--- config.mk ---
export PLATFORM = sky130hd
export DESIGN_NAME = sprite_motion_ctrl
export DESIGN_NICKNAME = d
export VERILOG_FILES = /design/src/rtl/sprite_motion_ctrl.sv
export SDC_FILE = /design/constraint.sdc
export NUM_CORES = 1
export LEC_CHECK = 0
export ABC_AREA = 1
export BUFFER_PORTS_ARGS = -buffer_cell sky130_fd_sc_hd__buf_4
export CELL_PAD_IN_SITES_DETAIL_PLACEMENT = 0
export CELL_PAD_IN_SITES_GLOBAL_PLACEMENT = 2
export CORE_UTILIZATION = 36
export DETAILED_ROUTE_END_ITERATION = 8
export PLACE_DENSITY = 0.88
export SYNTH_ARGS = -nofsm -noshare
export SYNTH_HDL_FRONTEND = slang
export SYNTH_SLANG_ARGS = --single-unit
--- constraint.sdc ---
create_clock -name i_pixel_clk -period 3.1 [get_ports i_pixel_clk]
set_input_delay 0.62 -clock i_pixel_clk [delete_from_list [all_inputs] [get_ports i_pixel_clk]]
set_output_delay 0.62 -clock i_pixel_clk [all_outputs]
set_load 0.01 [all_outputs]
--- src/rtl/sprite_motion_ctrl.sv ---
// Per-frame motion scheduler for the player square: screen-bound check, then one wall entry
// per cycle, then a position commit. Tick to done is WALL_NUM+3 cycles; ticks while busy are dropped and flagged.
module sprite_motion_ctrl #(
    parameter int WALL_NUM = 4,
    parameter int SQ_LEN   = 20,
    parameter int STEP     = 2,
    parameter int X_INIT   = 100,
    parameter int Y_INIT   = 100,
    parameter int SCR_L    = 1,
    parameter int SCR_R    = 639,
    parameter int SCR_T    = 1,
    parameter int SCR_B    = 479
) (
    input  logic        i_pixel_clk,
    input  logic        i_rst_n,
    input  logic        i_frame_tick,
    input  logic        i_up,
    input  logic        i_down,
    input  logic        i_left,
    input  logic        i_right,
    input  logic        i_wall_we,
    input  logic [3:0]  i_wall_idx,
    input  logic        i_wall_valid,
    input  logic [10:0] i_wall_hmin,
    input  logic [10:0] i_wall_hmax,
    input  logic [10:0] i_wall_vmin,
    input  logic [10:0] i_wall_vmax,
    output logic [10:0] o_pos_x,
    output logic [10:0] o_pos_y,
    output logic        o_coll_x,
    output logic        o_coll_y,
    output logic        o_busy,
    output logic        o_done,
    output logic        o_overrun
);

    typedef enum logic [1:0] {IDLE, SCREEN, SCAN, COMMIT} state_t;

    localparam logic signed [11:0] L_SQ    = 12'(SQ_LEN);
    localparam logic signed [11:0] L_STEP  = 12'(STEP);
    localparam logic signed [11:0] L_SCR_L = 12'(SCR_L);
    localparam logic signed [11:0] L_SCR_R = 12'(SCR_R);
    localparam logic signed [11:0] L_SCR_T = 12'(SCR_T);
    localparam logic signed [11:0] L_SCR_B = 12'(SCR_B);
    localparam logic [4:0]         L_WN    = 5'(WALL_NUM);
    localparam logic [3:0]         L_LAST  = 4'(WALL_NUM - 1);

    state_t             r_state, w_next;
    logic [10:0]        r_pos_x, r_pos_y;
    logic signed [11:0] r_vx, r_vy;
    logic               r_cx, r_cy, r_coll_x, r_coll_y, r_done, r_overrun;
    logic [3:0]         r_idx;

    // Table is sized for the full 4-bit index; entries at or above WALL_NUM stay invalid.
    logic               r_wvld [16];
    logic [10:0]        r_hmin [16];
    logic [10:0]        r_hmax [16];
    logic [10:0]        r_vmin [16];
    logic [10:0]        r_vmax [16];

    logic signed [11:0] w_x, w_y, w_nx, w_ny, w_hmin, w_hmax, w_vmin, w_vmax;
    logic               w_scr_cx, w_scr_cy, w_wall_cx, w_wall_cy, w_wr;

    assign w_x    = $signed({1'b0, r_pos_x});
    assign w_y    = $signed({1'b0, r_pos_y});
    assign w_nx   = w_x + r_vx;
    assign w_ny   = w_y + r_vy;
    assign w_hmin = $signed({1'b0, r_hmin[r_idx]});
    assign w_hmax = $signed({1'b0, r_hmax[r_idx]});
    assign w_vmin = $signed({1'b0, r_vmin[r_idx]});
    assign w_vmax = $signed({1'b0, r_vmax[r_idx]});

    assign w_scr_cx  = (w_nx <= L_SCR_L) || (w_nx + L_SQ >= L_SCR_R);
    assign w_scr_cy  = (w_ny <= L_SCR_T) || (w_ny + L_SQ >= L_SCR_B);
    // Each axis tests its own move while the other axis stays at the current position.
    assign w_wall_cx = r_wvld[r_idx] && (w_nx <= w_hmax) && (w_nx + L_SQ >= w_hmin)
                       && (w_y + L_SQ >= w_vmin) && (w_y <= w_vmax);
    assign w_wall_cy = r_wvld[r_idx] && (w_x <= w_hmax) && (w_x + L_SQ >= w_hmin)
                       && (w_ny + L_SQ >= w_vmin) && (w_ny <= w_vmax);

    assign w_wr = i_wall_we && (r_state == IDLE) && !i_frame_tick
                  && ({1'b0, i_wall_idx} < L_WN);

    always_ff @(posedge i_pixel_clk or negedge i_rst_n) begin
        if (!i_rst_n) r_state <= IDLE;
        else          r_state <= w_next;
    end

    always_comb begin
        w_next = r_state;
        case (r_state)
            IDLE:    if (i_frame_tick) w_next = SCREEN;
            SCREEN:  w_next = SCAN;
            SCAN:    if (r_idx == L_LAST) w_next = COMMIT;
            COMMIT:  w_next = IDLE;
            default: w_next = IDLE;
        endcase
    end

    always_ff @(posedge i_pixel_clk or negedge i_rst_n) begin
        if (!i_rst_n) begin
            r_pos_x   <= 11'(X_INIT);
            r_pos_y   <= 11'(Y_INIT);
            r_vx      <= '0;
            r_vy      <= '0;
            r_cx      <= 1'b0;
            r_cy      <= 1'b0;
            r_coll_x  <= 1'b0;
            r_coll_y  <= 1'b0;
            r_done    <= 1'b0;
            r_overrun <= 1'b0;
            r_idx     <= '0;
            for (int i = 0; i < 16; i++) begin
                r_wvld[i] <= 1'b0;
                r_hmin[i] <= '0;
                r_hmax[i] <= '0;
                r_vmin[i] <= '0;
                r_vmax[i] <= '0;
            end
            r_wvld[0] <= 1'b1;
            r_hmin[0] <= 11'd300;
            r_hmax[0] <= 11'd340;
            r_vmin[0] <= 11'd200;
            r_vmax[0] <= 11'd400;
        end else begin
            r_done    <= 1'b0;
            r_overrun <= i_frame_tick && (r_state != IDLE);
            case (r_state)
                IDLE: if (i_frame_tick) begin
                    r_vy <= i_up ? -L_STEP : (i_down  ? L_STEP : '0);
                    r_vx <= i_left ? -L_STEP : (i_right ? L_STEP : '0);
                    r_cx <= 1'b0;
                    r_cy <= 1'b0;
                end
                SCREEN: begin
                    r_cx  <= r_cx | w_scr_cx;
                    r_cy  <= r_cy | w_scr_cy;
                    r_idx <= '0;
                end
                SCAN: begin
                    r_cx  <= r_cx | w_wall_cx;
                    r_cy  <= r_cy | w_wall_cy;
                    r_idx <= r_idx + 4'd1;
                end
                COMMIT: begin
                    if (!r_cx) r_pos_x <= w_nx[10:0];
                    if (!r_cy) r_pos_y <= w_ny[10:0];
                    r_coll_x <= r_cx;
                    r_coll_y <= r_cy;
                    r_done   <= 1'b1;
                end
                default: ;
            endcase
            if (w_wr) begin
                r_wvld[i_wall_idx] <= i_wall_valid;
                r_hmin[i_wall_idx] <= i_wall_hmin;
                r_hmax[i_wall_idx] <= i_wall_hmax;
                r_vmin[i_wall_idx] <= i_wall_vmin;
                r_vmax[i_wall_idx] <= i_wall_vmax;
            end
        end
    end

    assign o_pos_x   = r_pos_x;
    assign o_pos_y   = r_pos_y;
    assign o_coll_x  = r_coll_x;
    assign o_coll_y  = r_coll_y;
    assign o_busy    = (r_state != IDLE);
    assign o_done    = r_done;
    assign o_overrun = r_overrun;

endmodule

Yosys cells after proc, flatten, opt, wreduce, memory -nomap -nowiden
Cells that the tools add are included.

Flip-flop bits (word level): 778. Bits of input ports: 57. Output and inout bits: 27.

Add/sub/neg operators: 7. $lt $le $gt $ge: 16. Eq/ne operators: 6. Multiplexer cells: 36. Bitwise gates (word level): 8. Reductions and logical operators: 25.

Operators by type and width (count): bitwise mux 176 bit (4); binary-select mux 11 bit (select 4 bit) (4); two-way mux 11 bit (9); >= comparator 12 bit (4); demux 11 bit (select 4 bit) (1); adder 11 x 5 -> 12 bit (second input constant) (2); adder 12 bit (2); adder 12 x 6 -> 12 bit (second input constant) (2); <= comparator 12 bit (2); <= comparator 12 x 2 -> 1 bit (second input constant) (2); two-way mux 12 bit (2); <= comparator 11 bit (2); bitwise mux 16 bit (1); logical AND 1 bit (13); >= comparator 12 x 10 -> 1 bit (second input constant) (1); >= comparator 12 x 11 -> 1 bit (second input constant) (1); >= comparator 5 bit (second input constant) (2); NOT 4 -> 5 bit (2); AND reduction 2 bit (5); two-way mux 2 bit (4); one-hot mux 2 bit (4 select lines) (1); one-hot mux 4 bit (2 select lines) (1); one-hot mux 1 bit (3 select lines) (2); < comparator 5 x 1 -> 1 bit (second input constant) (1); 16 further kinds (28).

Logic depth before layout (Yosys ltp)
Depth after elaboration: 11. Gate-level depth with buffers: 26.

Worst setup path after synthesis
OpenSTA, ideal clock, no wires.

Path kind: register to register. Start point: reg r_idx[0]. End point: reg r_cx. Library setup time: 73 ps. Data arrival time: 3061 ps. Data required time: 3027 ps. Slack: -34 ps. Cell stages (with the launch flop): 27. Period minus slack after synthesis: 3134 ps. Cells stage by stage: dfrtp_1 > buf_2 > inv_2 > buf_4 > buf_4 > buf_2 > clkbuf_1 > nor2_1 > o221ai_1 > o211ai_1 > nand2_1 > inv_1 > ha_1 > a21o_1 > a21oi_1 > o21ai_0 > nand2_1 > nand2_1 > nand2_1 > nand2_1 > a21oi_1 > nand2_1 > nor2_1 > nand3_1 > nand2_1 > nand2_1 > a21oi_2.

Word-level cells in the longest chain between the ends: 11. Elaborated cells on any way between the ends: 26.

Ends and longest elaborated chain: start: declaration (line 52) `logic [3:0] r_idx;`; start signal: assignment (line 143) `r_idx <= r_idx + 4'd1;`; NOT 4 -> 5 bit (implied by the code) (*); binary-select mux 11 bit (select 4 bit) (line 69) `assign w_hmax = $signed({1'b0, r_hmax[r_idx]});`; two-way mux 11 bit (implied by the code) (2 in series) (line 69); <= comparator 12 bit (line 76) `assign w_wall_cx = r_wvld[r_idx] && (w_nx <= w_hmax) && (w_nx + L_SQ >= w_hmin)`; logical AND 1 bit (2 in series) (line 76); logical AND 1 bit (line 77) `&& (w_y + L_SQ >= w_vmin) && (w_y <= w_vmax);`; logical AND 1 bit (*) (line 77); bitwise OR 1 bit (*) (line 141) `r_cx <= r_cx | w_wall_cx;`; one-hot mux 1 bit (3 select lines) (*) (line 128) `case (r_state)`; end signal: assignment (line 136) `r_cx <= r_cx | w_scr_cx;`; end signal: assignment (line 141); end: declaration (line 51) `logic r_cx, r_cy, r_coll_x, r_coll_y, r_done, r_overrun;`.

Mark *: on every way between the ends. The rest lies on a longest branch, timed or not. The select of a mux whose other input is x is not followed. A chain may end at the register's enable or synchronous reset.

Final worst setup path
Start point: reg r_idx[0]. End point: reg r_cy.

Word-level cells in the longest chain between the ends: 11. Elaborated cells on any way between the ends: 26.

Ends and longest elaborated chain: NOT 4 -> 5 bit (implied by the code) (*); binary-select mux 11 bit (select 4 bit) (line 69); two-way mux 11 bit (implied by the code) (2 in series) (line 69); <= comparator 11 bit (line 78) `assign w_wall_cy = r_wvld[r_idx] && (w_x <= w_hmax) && (w_x + L_SQ >= w_hmin)`; logical AND 1 bit (2 in series) (line 78); logical AND 1 bit (line 79) `&& (w_ny + L_SQ >= w_vmin) && (w_ny <= w_vmax);`; logical AND 1 bit (*) (line 79); bitwise OR 1 bit (*) (line 142) `r_cy <= r_cy | w_wall_cy;`; one-hot mux 1 bit (3 select lines) (*) (line 128); end signal: assignment (line 137) `r_cy <= r_cy | w_scr_cy;`; end signal: assignment (line 142); end: declaration (line 51).

Marks and branches as above.

==> impl_metrics.py <==
metrics = {
    "outcome": {
        "outcome": "finished with violations",
        "violations": "setup timing",
    },
    "clock_network": {
        "clockRootBuffer": "clkbuf_16",
        "clkSinkCount": 756,
        "clk_latency_ns": 0.63,
        "clk_pin_slew_ns": 0.06,
        "numCtsBuffers": 78,
        "clockBufferDepth": 3,
        "cts_tree": "done",
        "cts_max_level": 3,
    },
    "placed_design": {
        "io_buffer_count": 81,
        "post-dp-hpwl_um": 55300,
        "gp_congestion": 0.792,
        "place_area_mm2": 0.0356,
    },
    "routing": {
        "drc": 0,
        "wl_met3_um": 3350,
        "num_vias": 22900,
        "wire_per_inst_um": 17.0,
        "wirelength_met1_um": 42100,
        "first_pass_iters": 5,
        "totalWireLength_um": 81300,
        "vias_per_cell": 4.79,
        "first_iter_violations": 1526,
        "wl_met2_um": 34200,
        "maxUsedRoutingLayer": "met4",
        "ant_nets": 0,
    },
    "power_and_ir_drop": {
        "sw_frac_of_total": 0.392,
        "pwr-share-clk": 0.233,
        "seq_power_share": 0.271,
        "powerDensity_mw_per_mm2": 1060,
        "leakagePower_nw": 19.1,
        "power.internal_w": 0.0252,
        "ir_drop_mv": 0.525,
        "combPwrFrac": 0.496,
        "p_switching_w": 0.0162,
    },
    "timing": {
        "finalSetupViolCount": 2,
        "tightest_slew_ns": 1.01,
        "fin_crit_ns": 3.33,
        "slew_violations": 0,
        "finalWorstSetupSlack_ns": -0.229,
        "clock.fmax_ghz": 0.300,
        "relSlewSlack": 0.327,
        "hold_ws_ns": 0.266,
        "fin_crit_sh": 1.07,
        "clock_skew_ns": 0.0319,
        "hold_viol": 0,
        "rsz0062_at_grt": "yes",
    },
    "logic_synthesis": {
        "yosysMostFrequentCell": "dfrtp_1",
        "yosys.area.top_type": "dfrtp_1",
        "synthTopCellsByCount": "735 x dfrtp_1, 695 x clkbuf_1, 552 x o21ai_0, 484 x nand2_1, 405 x nor2_1",
        "syn_area_mm2": 0.0335,
        "synthSimpleGateAreaFrac": 0.127,
        "avgSynthCellArea_um2": 8.93,
        "synth_cell_types": 46,
        "syn-instance-count": 3754,
        "yosysWarnings": 0,
        "synth-edff-count": 0,
        "synth_xor_area_frac": 0.00791,
        "synth_top_family_by_area": "compound AO/OA/AOI/OAI gates",
        "synth_compound_area_frac": 0.148,
        "yosysSeqAreaShare": 0.565,
        "yosysTopAreaCellShare": 0.549,
        "ys_seq_elements": 756,
        "synth_fa_ha_area_frac": 0.0434,
        "synthTopCellsByArea": "dfrtp_1 55%, o21ai_0 8.2%, clkbuf_1 7.8%",
        "synthMuxAreaShare": 0.000336,
        "synthArstFlopShare": 1.00,
        "ys.flop_type": "dfrtp_1",
    },
    "critical_path": {
        "worst_r2r_endpoint": "r_cy",
        "critPathKind": "register to register",
        "critPathBufInv": 7,
        "worstPathCellList": "buf_6 > buf_8 > buf_12 > buf_12 > o21ai_0 > o22ai_1 > buf_4 > o211ai_1 > nand2_1 > inv_2 > ha_4 > nand3_2 > nor3_2 > nand2_1 > nand2_1 > inv_1 > nor2_1 > nand4_1 > nand2_1 > nand2_1 > a21oi_2",
        "startpoint_type": "register",
        "rrSetupSlack_ns": -0.23,
        "critPathMaxFanout": 8,
        "cp.required_ns": 3.64,
        "crit_path_end_kind": "register",
        "cp.arrival_ns": 3.86,
        "reg2reg_depth": 21,
        "critPathTopFamily": "simple AND/OR/NAND/NOR gates",
        "regToRegStartpoint": "r_idx[0]",
        "path_common_cell": "nand2_1",
        "slowest_stage": "dfrtp_4",
        "critPathMaxStageDelay_ns": 0.57,
    },
    "layout": {
        "area_growth_pct": 16.3,
        "drive_gt1_frac": 0.174,
        "insertedDiodeCount": 0,
        "num-nets-final": 3642,
        "fin_area_mm2": 0.0390,
    },
    "global_route": {
        "grt.overflow.total": 0,
        "antenna_found_initial": 1,
        "grt.total_usage": 0.173,
        "grt_pass1_wl_um": 129000,
        "grt_pass1_vias": 22800,
        "grt_max_degree": 91,
    },
    "floorplan": {
        "die_w_um": 307,
        "rows": 111,
        "start_util": 0.365,
        "pin_count": 84,
        "core-area_mm2": 0.0919,
        "die-area_mm2": 0.0943,
        "die_y_um": 307,
    },
    "run": {
        "maxCapViolCount": 0,
    },
    "min_path": {
        "worstHoldPathType": "input pin to register",
        "hold-path-endpoint": "o_overrun",
        "hp-start": "i_frame_tick",
        "whs_path_depth": 3,
    },
}
[cell type report]
cell class              count  area (µm²)
clock buffers             117        2320
repair buffers            364        3660
inverters                 226         873
repair inverters            1        8.76
well taps                1243        1560
flip-flops and latches    756       19000
multi-input cells        2043       11300
clock inverters            26         360
fillers                  8880       52900
[power groups by stage]
stage | clock network (W) | logic, W | registers [W]
CTS | 0.00987 | 0.0198 | 0.0112
floorplan | 0 | 0.0116 | 0.0114
detailed placement | 0 | 0.0195 | 0.0114
finish | 0.00966 | 0.0206 | 0.0113
global route | 0.0103 | 0.0232 | 0.0114
global placement | 0 | 0.0193 | 0.0114
[per-layer routing]
| metal | vias up | track usage |
|---|---|---|
| li1 | 11400 | - |
| met1 | 10900 | 0.268 |
| met2 | 387 | 0.246 |
| met3 | 101 | 0.0315 |
| met4 | 0 | 0.0421 |
| met5 | - | 0 |
[flip-flops by register name (all words and copies together), names as in the netlist]
name,count
r_vy,2
o_overrun,1
r_hmax,176
o_coll_y,1
r_vx,2
r_wvld,16
r_vmin,176
r_cy,1
r_hmin,176
r_vmax,176
r_cx,1
o_pos_x,10
r_idx,4
r_state,2
o_coll_x,1
o_pos_y,10
o_done,1
[how the worst max path moves through the flow]
stage | from | endpoint | slack [ns] | cells after the start
detailed placement | r_idx[0] | r_cy | -0.17 | 23
global placement | r_idx[0] | r_cx | -0.16 | 22
finish | r_idx[0] | r_cy | -0.23 | 21
CTS | r_idx[0] | r_cy | -0.15 | 23
floorplan | r_idx[0] | r_cx | 0.003 | 26
global route | r_idx[0] | r_cy | -0.43 | 21
[cells in the final DEF, fill, tap and decap left out, types with 6 or more instances in the layout]
cell / instances
nand4_1: 19
clkbuf_8: 16
nand3_2: 8
a21o_1: 9
buf_4: 288
clkbuf_16: 85
ha_1: 105
dfstp_2: 21
dfrtp_1: 730
clkbuf_1: 20
nand2_1: 474
o221ai_1: 117
a21oi_2: 10
ha_4: 8
o22ai_1: 39
nor2_1: 400
nand2_2: 17
o22ai_2: 6
bufinv_16: 6
xor2_1: 18
o211ai_1: 54
o21ai_0: 529
nand3_1: 105
inv_2: 24
xnor2_1: 6
nor3_1: 11
o21ai_1: 20
inv_1: 200
buf_12: 56
a21oi_1: 37
clkinv_2: 10
[kinds of logic (layout without fill, tap and decap cells)]
kind of cell,after synthesis,count (layout)
adder cells (fa/ha/maj),115,115
AND/OR/NAND/NOR,1055,1055
buffers and inverters,956,734
multiplexers,1,1
other,1,2
flip-flops,756,756
AO/OA/AOI/OAI,844,844
XOR/XNOR,26,26
[what timing repair did]
action,in CTS,in global routing
cloned,1,5
resized for setup,37,87
pin swaps,16,61
hold buffers,1,0
setup endpoints to repair,2,2
hold endpoints to repair,30,0
buffers inserted,1,18
[worst register-to-register path, stage by stage (launching register included)]
cell and delay (ns):
dfrtp_4 0.57, buf_6 0.16, buf_8 0.13, buf_12 0.14
buf_12 0.13, o21ai_0 0.15, o22ai_1 0.09, buf_4 0.15
o211ai_1 0.42, nand2_1 0.14, inv_2 0.11, ha_4 0.14
nand3_2 0.08, nor3_2 0.22, nand2_1 0.08, nand2_1 0.08
inv_1 0.04, nor2_1 0.08, nand4_1 0.10, nand2_1 0.07
nand2_1 0.06, a21oi_2 0.12
[per-stage QoR]
stage / worst slack [ns] / util / setup TNS [ns] / cells / power [W]
floorplan: 0.00284 / - / 0 / 3755 / 0.0230
global placement: -0.162 / 0.387 / -0.313 / 4608 / 0.0307
detailed placement: -0.174 / 0.387 / -0.338 / 4608 / 0.0309
CTS: -0.154 / 0.418 / -0.307 / 4754 / 0.0409
global route: -0.431 / 0.424 / -0.858 / 4776 / 0.0448
finish: -0.229 / 0.424 / -0.435 / 4776 / 0.0415
No activity file was read; power rests on OpenSTA's default activity.
